[src/rtl/tff_ctrl_pkg.sv]
// Shared types for the TFF bank counting controller.
package tff_ctrl_pkg;

    typedef enum logic [1:0] {
        IDLE = 2'b00,
        RUN  = 2'b01,
        DONE = 2'b10
    } state_t;

    localparam logic DIR_UP = 1'b1;
    localparam logic DIR_DN = 1'b0;

endpackage

[src/rtl/tff_bank.sv]
// Bank of toggle cells: each bit flips on the edge where its toggle enable is high.
module tff_bank #(
    parameter int WIDTH = 4
) (
    input  logic             clk,
    input  logic             rst_n,
    input  logic [WIDTH-1:0] t,
    output logic [WIDTH-1:0] q
);

    // Each cell is a D flop fed with q ^ t, cleared asynchronously.
    always_ff @(posedge clk or negedge rst_n) begin
        if (!rst_n) q <= '0;
        else        q <= q ^ t;
    end

endmodule

[src/rtl/tff_count_ctrl.sv]
// Sequencing controller that drives a TFF bank as a loadable up/down counter
// terminating at a latched limit.
// Build option: TFF_COUNT_CTRL_RELOAD_EN -- when defined, reaching the limit
// reloads the latched start value and keeps running instead of stopping in DONE.
//
//  state | meaning
//  IDLE  | bank holds, waiting for start
//  RUN   | bank steps one count per edge toward limit_r
//  DONE  | limit reached, bank holds at limit_r until the next start
module tff_count_ctrl
    import tff_ctrl_pkg::*;
#(
    parameter int WIDTH = 4
) (
    input  logic             clk,
    input  logic             rst_n,
    input  logic             start,
    input  logic             stop,
    input  logic             dir,
    input  logic [WIDTH-1:0] init_val,
    input  logic [WIDTH-1:0] limit,
    output logic [WIDTH-1:0] q,
    output logic             busy,
    output logic             done
);

    state_t           state;
    logic [WIDTH-1:0] limit_r;
    logic             dir_r;
    logic [WIDTH-1:0] t;
    logic [WIDTH-1:0] up_t;
    logic [WIDTH-1:0] dn_t;
    logic [WIDTH-1:0] lo_mask;
    logic             hit;
`ifdef TFF_COUNT_CTRL_RELOAD_EN
    // Start value is only needed again when the limit triggers a reload.
    logic [WIDTH-1:0] init_r;
`endif

    tff_bank #(.WIDTH(WIDTH)) u_bank (
        .clk   (clk),
        .rst_n (rst_n),
        .t     (t),
        .q     (q)
    );

    // Ripple-carry toggle patterns: bit i flips when all lower bits are 1 (up) or 0 (down).
    always_comb begin
        up_t    = '0;
        dn_t    = '0;
        lo_mask = '0;
        up_t[0] = 1'b1;
        dn_t[0] = 1'b1;
        for (int i = 1; i < WIDTH; i++) begin
            lo_mask = WIDTH'((1 << i) - 1);
            up_t[i] = ((q & lo_mask) == lo_mask);
            dn_t[i] = ((q & lo_mask) == '0);
        end
    end

    // Toggle vector in priority order stop > start > terminal > step; loads flip only differing bits.
    always_comb begin
        t   = '0;
        hit = 1'b0;
        if (stop) begin
            t = '0;
        end else if (start) begin
            t = q ^ init_val;
        end else if (state == RUN) begin
            if (q == limit_r) begin
                hit = 1'b1;
`ifdef TFF_COUNT_CTRL_RELOAD_EN
                t = q ^ init_r;
`else
                t = '0;
`endif
            end else begin
                case (dir_r)
                    DIR_UP:  t = up_t;
                    DIR_DN:  t = dn_t;
                    default: t = '0;
                endcase
            end
        end
    end

    // FSM, start-time latches and registered busy/done flags.
    always_ff @(posedge clk or negedge rst_n) begin
        if (!rst_n) begin
            state   <= IDLE;
            busy    <= 1'b0;
            done    <= 1'b0;
            limit_r <= '0;
            dir_r   <= DIR_DN;
`ifdef TFF_COUNT_CTRL_RELOAD_EN
            init_r  <= '0;
`endif
        end else begin
            done <= hit;
            if (stop) begin
                state <= IDLE;
                busy  <= 1'b0;
            end else if (start) begin
                state   <= RUN;
                busy    <= 1'b1;
                limit_r <= limit;
                dir_r   <= dir;
`ifdef TFF_COUNT_CTRL_RELOAD_EN
                init_r  <= init_val;
`endif
            end else if (hit) begin
`ifdef TFF_COUNT_CTRL_RELOAD_EN
                state <= RUN;
                busy  <= 1'b1;
`else
                state <= DONE;
                busy  <= 1'b0;
`endif
            end
        end
    end

endmodule

[config.mk]
export PLATFORM = sky130hd
export DESIGN_NAME = tff_count_ctrl
export DESIGN_NICKNAME = d
export VERILOG_FILES = /design/src/rtl/tff_ctrl_pkg.sv /design/src/rtl/tff_bank.sv /design/src/rtl/tff_count_ctrl.sv
export SDC_FILE = /design/constraint.sdc
export NUM_CORES = 1
export LEC_CHECK = 0
export CAP_MARGIN = 20
export CORE_MARGIN = 4
export CORE_UTILIZATION = 47
export CTS_BUF_LIST = sky130_fd_sc_hd__clkbuf_8
export DETAILED_ROUTE_END_ITERATION = 12
export PLACE_DENSITY = 0.81
export SETUP_SLACK_MARGIN = 0.3
export SYNTH_ARGS = -nofsm -noshare
export SYNTH_HDL_FRONTEND = slang
export SYNTH_SLANG_ARGS = --single-unit
export TNS_END_PERCENT = 30
[constraint.sdc]
create_clock -name clk -period 1.9 [get_ports clk]
set_input_delay 0.38 -clock clk [delete_from_list [all_inputs] [get_ports clk]]
set_output_delay 0.38 -clock clk [all_outputs]
set_load 0.01 [all_outputs]
==> results of run 1 <==
-- state kept, by name (all words and copies together), names as in the netlist --
| register | count |
|---|---|
| dir_r | 1 |
| limit_r | 4 |
| u_bank.q | 4 |
| state | 2 |
| done | 1 |
-- cell usage after synthesis --
| master | number | area share, % |
|---|---|---|
| nor3_1 | 1 | 0.77 |
| mux2i_1 | 6 | 9.3 |
| o221ai_1 | 1 | 1.4 |
| buf_2 | 1 | 0.77 |
| a21oi_1 | 1 | 0.77 |
| nor3_4 | 1 | 2.5 |
| nand2b_1 | 1 | 0.97 |
| dfrtp_1 | 12 | 46 |
| nor2_1 | 3 | 1.7 |
| nand4_1 | 1 | 0.97 |
| xnor2_1 | 5 | 6.8 |
| a21boi_0 | 2 | 2.3 |
| a222oi_1 | 1 | 1.5 |
| nand2_1 | 3 | 1.7 |
| nand3_1 | 2 | 1.5 |
| o21a_1 | 1 | 1.2 |
| o21ai_0 | 1 | 0.77 |
| buf_6 | 1 | 1.7 |
| o211ai_1 | 1 | 1.2 |
| nor2b_1 | 2 | 1.9 |
| nand4_2 | 1 | 1.9 |
| inv_1 | 2 | 1.2 |
| and3_1 | 1 | 0.97 |
| mux2_2 | 5 | 8.7 |
| or4_1 | 1 | 1.2 |
-- routing by layer --
metal	GRT usage [%]	vias to the layer above
met3	5.58	0
li1	-	257
met5	0	-
met4	6.43	0
met2	24.0	17
met1	15.0	262
-- power groups by stage --
stage	Combinational (W)	Clock, W	Sequential (W)
after floorplan	0.000143	0	0.000344
after global placement	0.000224	0	0.000352
after detailed placement	0.000230	0	0.000355
after CTS	0.000255	0.000282	0.000338
after global routing	0.000287	0.000299	0.000339
final	0.000266	0.000274	0.000333
-- placed cells by master (no fill, tap or decap), types with 3 or more instances in the layout --
| cell | instances |
|---|---|
| dfrtp_2 | 3 |
| nor2_1 | 3 |
| dfrtp_1 | 9 |
| mux2i_1 | 6 |
| buf_4 | 6 |
| clkbuf_8 | 4 |
| mux2_2 | 5 |
| nand2_1 | 3 |
| xnor2_1 | 5 |
| clkdlybuf4s50_1 | 18 |
-- per-stage QoR --
step / hold slack [ns] / std cells / area (sq um) / setup slack, ns
6_report: 0.487 / 98 / 935 / 0.323
5_1_grt: 0.522 / 98 / 935 / 0.283
4_1_cts: 0.512 / 97 / 926 / 0.269
3_5_place_dp: 0.500 / 92 / 861 / 0.219
3_3_place_gp: 0.499 / 92 / 861 / 0.232
2_1_floorplan: 0.0844 / 57 / 648 / 0.466
-- logic make-up after synthesis --
kind of cell,count (synthesis),synth area share [%]
compound gates,8,9.07
xor+xnor,5,6.76
buf+inv,4,3.67
flops,12,46.3
mux,11,18.0
simple gates,17,16.2
-- path summary, 6_finish.rpt --
path | slack [ns] | from | end | cells past startpoint
hold / removal | 0.49 | rst_n | done$_DFF_PN0_ | 1
setup reg to reg | 0.39 | u_bank.q[0]$_DFF_PN0_ | u_bank.q[3]$_DFF_PN0_ | 5
min in group clk | 0.49 | u_bank.q[1]$_DFF_PN0_ | u_bank.q[1]$_DFF_PN0_ | 1
hold reg to reg | 0.49 | u_bank.q[1]$_DFF_PN0_ | u_bank.q[1]$_DFF_PN0_ | 1
setup / recovery | 0.32 | u_bank.q[2]$_DFF_PN0_ | q[2] | 1
max in group asynchronous | 1.03 | rst_n | u_bank.q[2]$_DFF_PN0_ | 1
-- layout make-up --
class / instances / share of cell area (%)
timing repair buffer: 24 / 24.1
multi-input combinational: 41 / 34.7
clock buffer: 4 / 5.89
inverter: 2 / 0.803
tap: 15 / 2.01
sequential: 12 / 32.5
-- timing repair --
item	in CTS	in global routing
gates cloned	0	0
setup buffers	1	1
resized for setup	2	1
endpoints found under the setup margin	3	2
==> impl_metrics.json, run 1 <==
{
  "pwr-share-clk_pct": 31.4,
  "hold_path_class": "in2async",
  "fin_crit_ns": 1.58,
  "vias_per_cell": 5.47,
  "path_clk_slew_ns": 0.05,
  "combPwrFrac_pct": 30.4,
  "grt_max_degree": 13,
  "routedWlPerCell_um": 12.6,
  "pwr_density_cell_mw_per_mm2": 934,
  "leakage_nw": 0.403,
  "vias": 536,
  "cts_max_path_buffers": 2,
  "final_util_pct": 71.8,
  "finalHoldViolCount": 0,
  "critPathArrivalTime_ns": 1.20,
  "drtPass1Iterations": 4,
  "wl_met2_um": 630,
  "cts-root-buf": "clkbuf_8",
  "yosysWarnings": 0,
  "grt_pass1_vias": 524,
  "nFillCells": 105,
  "synthCells": 57,
  "top_layer_used": "met3",
  "io_buffer_count": 18,
  "insertion_delay_ns": 0.24,
  "crit_type": "reg2out",
  "drtIter0Drc": 5,
  "finalSetupViolCount": 0,
  "finalMaxSlewViolations": 0,
  "slowest_delay_ns": 0.55,
  "area_growth_pct": 44.2,
  "start_util_pct": 49.8,
  "gp_congestion": 0.818,
  "antenna_found_initial": 0,
  "ant_nets": 0,
  "crit_slowest_cell": "clkdlybuf4s50_1",
  "path_max_fanout": 6,
  "p_sw_w": 0.000239,
  "nets": 97,
  "gr-total-overflow": 0,
  "drc": 0,
  "peakVddDrop_uv": 614,
  "coreArea_sq_mm": 0.00130,
  "dpl.hpwl_um": 949,
  "tns_ns": 0,
  "path_cells": "clkdlybuf4s50_1",
  "met3_length_um": 94,
  "run_status": "complete, no violations",
  "syn_nets": 70,
  "cts.sinks": 12,
  "seq_area_frac_synth_pct": 46.3,
  "drive_above_1_share_pct": 24.1,
  "h-tree-depth": 1,
  "die_x_um": 45.1,
  "register_area_sq_um": 304,
  "switching_share_pct": 27.4,
  "multi_input_area_sq_um": 324,
  "synth.distinct_cells": 25,
  "num_rows": 13,
  "post-route-period-util_pct": 83.0,
  "antenna_cells": 0,
  "io_pins": 19,
  "syn_area_sq_um": 648,
  "ys_ff_latch": 12,
  "numCtsBuffers": 3,
  "fmax_ghz": 0.634,
  "start_kind": "register",
  "finalWirelength_um": 1240,
  "required_ns": 1.52,
  "worstMarginPinSlew_ns": 0.528,
  "syn_avg_cell_area_sq_um": 11.4,
  "die_area_sq_mm": 0.00204,
  "grt_pass1_wl_um": 2070,
  "cts_tree": "built",
  "cts_hold_buf": 0,
  "critPathTopFamily": "buffers and inverters",
  "power_w": 0.000873,
  "maxCapViolations": 0,
  "power_frac_seq_pct": 38.2,
  "p_int_w": 0.000634,
  "die_y_um": 45.1,
  "slew_headroom_pct": 64.7,
  "rsz0062_at_grt": "yes",
  "grt_util_all_layers_pct": 14.0,
  "path_buf_inv": 1,
  "endpoint_kind": "output pin",
  "wl_met1_um": 513,
  "clock_skew_ns": 0.00374
}
Power figures use the tool's default switching activity.
==> run 2, diff against run 1 <==
==> constraint.sdc (replaced) <==
create_clock -name clk -period 1.5 [get_ports clk]
set_input_delay 0.3 -clock clk [delete_from_list [all_inputs] [get_ports clk]]
set_output_delay 0.3 -clock clk [all_outputs]
set_load 0.01 [all_outputs]
==> impl_metrics.json, run 2 (same netlist as run 1, synthesis figures left out) <==
{
  "gr-total-overflow": 0,
  "pwr_density_cell_mw_per_mm2": 1140,
  "num_rows": 13,
  "worstMarginPinSlew_ns": 0.282,
  "rsz0062_at_grt": "yes",
  "io_buffer_count": 18,
  "final_cell_mix": "clkdlybuf4s50_1 (10), dfrtp_1 (9), buf_4 (9), mux2i_1 (6)",
  "cts_tree": "built",
  "grt_pass1_wl_um": 2460,
  "critPathTopFamily": "simple AND/OR/NAND/NOR gates",
  "die_x_um": 45.1,
  "path_buf_inv": 0,
  "path_max_fanout": 4,
  "drtPass1Iterations": 4,
  "nets": 105,
  "endpoint_kind": "register",
  "cts.sinks": 12,
  "run_status": "complete, no violations",
  "ant_nets": 0,
  "cts_max_path_buffers": 2,
  "vias_per_cell": 5.57,
  "crit_type": "reg2reg",
  "io_pins": 19,
  "grt_max_degree": 13,
  "routedWlPerCell_um": 15.8,
  "drc": 0,
  "gp_congestion": 0.804,
  "cts-root-buf": "clkbuf_8",
  "post-route-period-util_pct": 93.6,
  "clock_skew_ns": 0.00907,
  "drive_above_1_share_pct": 40.7,
  "dpl.hpwl_um": 1070,
  "start_util_pct": 49.8,
  "finalMaxSlewViolations": 0,
  "die_area_sq_mm": 0.00204,
  "finalWirelength_um": 1680,
  "layout_commonest_cell": "clkdlybuf4s50_1",
  "grt_util_all_layers_pct": 16.9,
  "slowest_delay_ns": 0.54,
  "drtIter0Drc": 15,
  "antenna_cells": 0,
  "antenna_found_initial": 0,
  "die_y_um": 45.1,
  "dp_cells": 95,
  "area_growth_pct": 59.5,
  "fin_cells": 106,
  "required_ns": 1.62,
  "peakVddDrop_uv": 797,
  "finalSetupViolCount": 0,
  "hold_path_class": "in2async",
  "numCtsBuffers": 3,
  "hold_ws_ns": 0.350,
  "path_cells": "or4_4 > nand2_2 > nand3_2 > mux2i_1",
  "leakage_nw": 0.482,
  "h-tree-depth": 1,
  "critPathArrivalTime_ns": 1.52,
  "finalHoldViolCount": 0,
  "maxCapViolations": 0,
  "fin_crit_ns": 1.40,
  "insertion_delay_ns": 0.25,
  "grt_pass1_vias": 580,
  "largest_registers": "limit_r x4, u_bank.q x4, state x2",
  "fmax_ghz": 0.712,
  "vias": 590,
  "slew_headroom_pct": 81.0,
  "coreArea_sq_mm": 0.00130,
  "start_kind": "register",
  "crit_slowest_cell": "or4_4",
  "path_clk_slew_ns": 0.06
}
==> run 2: cell count changes in the layout (fill, tap and decap cells not counted), sizes merged <==
cell,previous run,this run
dlymetal6s2s,0,2
buf,6,17
inv,2,3
clkbuf,4,3
clkdlybuf4s15,0,1
clkdlybuf4s50,18,10
dlygate4sd2,0,2
==> run 2: worst paths after layout <==
path	from	to	slack (ns)	cells past startpoint
max in group asynchronous	rst_n	u_bank.q[2]$_DFF_PN0_	0.98	2
hold reg to reg	limit_r[2]$_DFFE_PN0P_	limit_r[2]$_DFFE_PN0P_	0.53	1
min in group clk	stop	state[0]$_DFFE_PN0P_	0.45	3
hold / removal	rst_n	done$_DFF_PN0_	0.35	2
setup reg to reg	u_bank.q[2]$_DFF_PN0_	u_bank.q[3]$_DFF_PN0_	0.1	4
setup / recovery	u_bank.q[2]$_DFF_PN0_	u_bank.q[3]$_DFF_PN0_	0.1	4
==> run 2: metrics by stage <==
stage,power [W],area (sq um),setup WS (ns),util [%],setup TNS (ns)
floorplan,0.000618,649,0.164,-,0
finish,0.00118,1030,0.0959,79.4,0
global route,0.00124,1030,0.0673,79.4,0
CTS,0.00110,962,0.0924,73.9,0
global placement,0.000749,885,-0.0852,68.0,-0.546
detailed placement,0.000764,885,-0.122,68.0,-0.840
==> run 2: final cells by class <==
type,count,area [sq um]
Fill cell,91,268
Tap cell,15,18.8
Inverter,2,7.51
Sequential cell,12,304
Clock buffer,3,41.3
Clock inverter,1,3.75
Multi-Input combinational cell,41,367
Timing Repair Buffer,32,292
==> run 2: worst reg2reg max path, delay by kind of cell, from the launching register on <==
kind / cells / cell delay [ns]
multiplexers: 1 / 0.13
flip-flops: 1 / 0.43
AND/OR/NAND/NOR: 3 / 0.72
==> run 2: where the power goes <==
group	total, W	switching (W)	internal, W
logic	0.000450	0.000191	0.000259
registers	0.000431	0.0000539	0.000377
clock network	0.000301	0.000121	0.000180
total	0.00118	0.000365	0.000816
==> run 2: per-layer routing <==
layer | global-route usage [%] | part of all wire [%] | vias up
met1 | 19.2 | 39 | 292
met3 | 5.58 | 7.2 | 4
met4 | 4.09 | 1.3 | 0
met2 | 30.2 | 53 | 21
met5 | 0 | 0 | -
li1 | - | - | 273
==> run 2: timing repair <==
action,CTS,global route
buffers inserted,5,1
pin swaps,1,4
gates resized for setup,20,14
hold buffers,0,0
endpoints found under the setup margin,18,16
gates cloned,0,1
==> run 3, diff against run 2 <==
--- a/config.mk
+++ b/config.mk
@@ -10,6 +10,7 @@
 export CORE_UTILIZATION = 47
 export CTS_BUF_LIST = sky130_fd_sc_hd__clkbuf_8
 export DETAILED_ROUTE_END_ITERATION = 12
+export MAX_ROUTING_LAYER = met4
 export PLACE_DENSITY = 0.81
 export SETUP_SLACK_MARGIN = 0.3
 export SYNTH_ARGS = -nofsm -noshare
==> impl_metrics.json, run 3 (same netlist as run 1, synthesis figures left out) <==
{
  "run_status": "complete, no violations",
  "drtIter0Drc": 13,
  "ant_nets": 0,
  "gr-total-overflow": 0,
  "cts_hold_buf": 0,
  "vias_per_cell": 5.57,
  "start_kind": "register",
  "peakVddDrop_uv": 797,
  "path_clk_slew_ns": 0.06,
  "slew_headroom_pct": 81.0,
  "dpl.hpwl_um": 1070,
  "rrSetupSlack_ns": 0.1,
  "r2r_start": "u_bank.q[2]$_DFF_PN0_",
  "fin_crit_ns": 1.40,
  "hold_path_class": "in2async",
  "cts_max_path_buffers": 2,
  "startpoint": "u_bank.q[2]$_DFF_PN0_",
  "final_cell_mix": "clkdlybuf4s50_1 (10), dfrtp_1 (9), buf_4 (9), mux2i_1 (6)",
  "wl_met2_um": 882,
  "crit_type": "reg2reg",
  "required_ns": 1.62,
  "pwr_density_cell_mw_per_mm2": 1140,
  "antenna_found_initial": 0,
  "layout_commonest_cell": "clkdlybuf4s50_1",
  "fin_cells": 106,
  "largest_registers": "limit_r x4, u_bank.q x4, state x2",
  "critPathArrivalTime_ns": 1.52,
  "die_area_sq_mm": 0.00204,
  "power_w": 0.00118,
  "drtPass1Iterations": 4,
  "hold_ws_ns": 0.350,
  "grt_pass1_wl_um": 2460,
  "coreArea_sq_mm": 0.00130,
  "preCtsSetupSlack_ns": -0.122,
  "leakage_nw": 0.482,
  "maxCapViolations": 0,
  "wl_met1_um": 661,
  "finalHoldViolCount": 0,
  "h-tree-depth": 1,
  "rsz0062_at_grt": "yes",
  "insertion_delay_ns": 0.25,
  "cts.sinks": 12,
  "grt_max_degree": 13,
  "io_buffer_count": 18,
  "io_pins": 19,
  "routedWlPerCell_um": 15.8,
  "antenna_cells": 0,
  "finalWirelength_um": 1680,
  "crit_slowest_cell": "or4_4",
  "met3_length_um": 114,
  "top_layer_used": "met4",
  "vias": 590,
  "numCtsBuffers": 3,
  "nets": 105,
  "start_util_pct": 49.8,
  "layout_setup_ws_ns": 0.0960,
  "path_buf_inv": 0,
  "grt_util_all_layers_pct": 17.4,
  "finalSetupViolCount": 0,
  "cts-root-buf": "clkbuf_8",
  "grt_pass1_vias": 580,
  "endpoint_kind": "register",
  "num_rows": 13,
  "slowest_delay_ns": 0.54,
  "drive_above_1_share_pct": 40.7,
  "area_growth_pct": 59.5,
  "post-route-period-util_pct": 93.6,
  "gp_congestion": 0.816,
  "die_y_um": 45.1,
  "path_max_fanout": 4,
  "cts_tree": "built",
  "drc": 0,
  "path_cells": "or4_4 > nand2_2 > nand3_2 > mux2i_1",
  "fmax_ghz": 0.712,
  "clock_skew_ns": 0.00900,
  "critPathTopFamily": "simple AND/OR/NAND/NOR gates",
  "worstMarginPinSlew_ns": 0.282,
  "dp_cells": 95,
  "finalMaxSlewViolations": 0,
  "die_x_um": 45.1
}
==> run 3: per-stage QoR <==
stage          setup TNS [ns]  utilization, %  cell area, sq um
5_1_grt                     0            79.4              1030
3_5_place_dp           -0.840            68.0               885
4_1_cts                     0            73.9               962
3_3_place_gp           -0.546            68.0               885
6_report                    0            79.4              1030
2_1_floorplan               0               -               649
==> run 3: report_power, final <==
part	internal, W	switching, W	total, W
combinational	0.000259	0.000191	0.000450
sequential	0.000377	0.0000540	0.000431
clock	0.000180	0.000121	0.000301
==> run 3: cell type report <==
cell class              instances  area [sq um]
multi-input cells              41           367
flip-flops and latches         12           304
repair buffers                 32           292
fillers                        91           268
clock buffers                   3          41.3
well taps                      15          18.8
inverters                       2          7.51
clock inverters                 1          3.75
==> run 3: worst paths after layout <==
| check | end | cells after the start |
|---|---|---|
| min in group clk | state[0]$_DFFE_PN0P_ | 3 |
| min | done$_DFF_PN0_ | 2 |
| max | u_bank.q[3]$_DFF_PN0_ | 4 |
| max in group asynchronous | u_bank.q[2]$_DFF_PN0_ | 2 |
| min reg2reg | limit_r[2]$_DFFE_PN0P_ | 1 |
| max reg2reg | u_bank.q[3]$_DFF_PN0_ | 4 |
==> run 3: timing repair <==
item,in CTS,in global routing
buffers inserted,5,1
gates resized for setup,20,14
setup endpoints to repair,18,16
pin swaps,1,4
gates cloned,0,1
==> run 3: layer usage <==
layer  vias to the layer above  track usage (%)
li1                        273                -
met1                       292             19.5
met2                        21             30.2
met3                         4             5.18
met4                         0             4.09
met5                         -                -
==> run 3: worst register-to-register path, cell delays in order (launching register included) <==
cell and delay, ns:
dfrtp_2 0.43, or4_4 0.54, nand2_2 0.09, nand3_2 0.09, mux2i_1 0.13
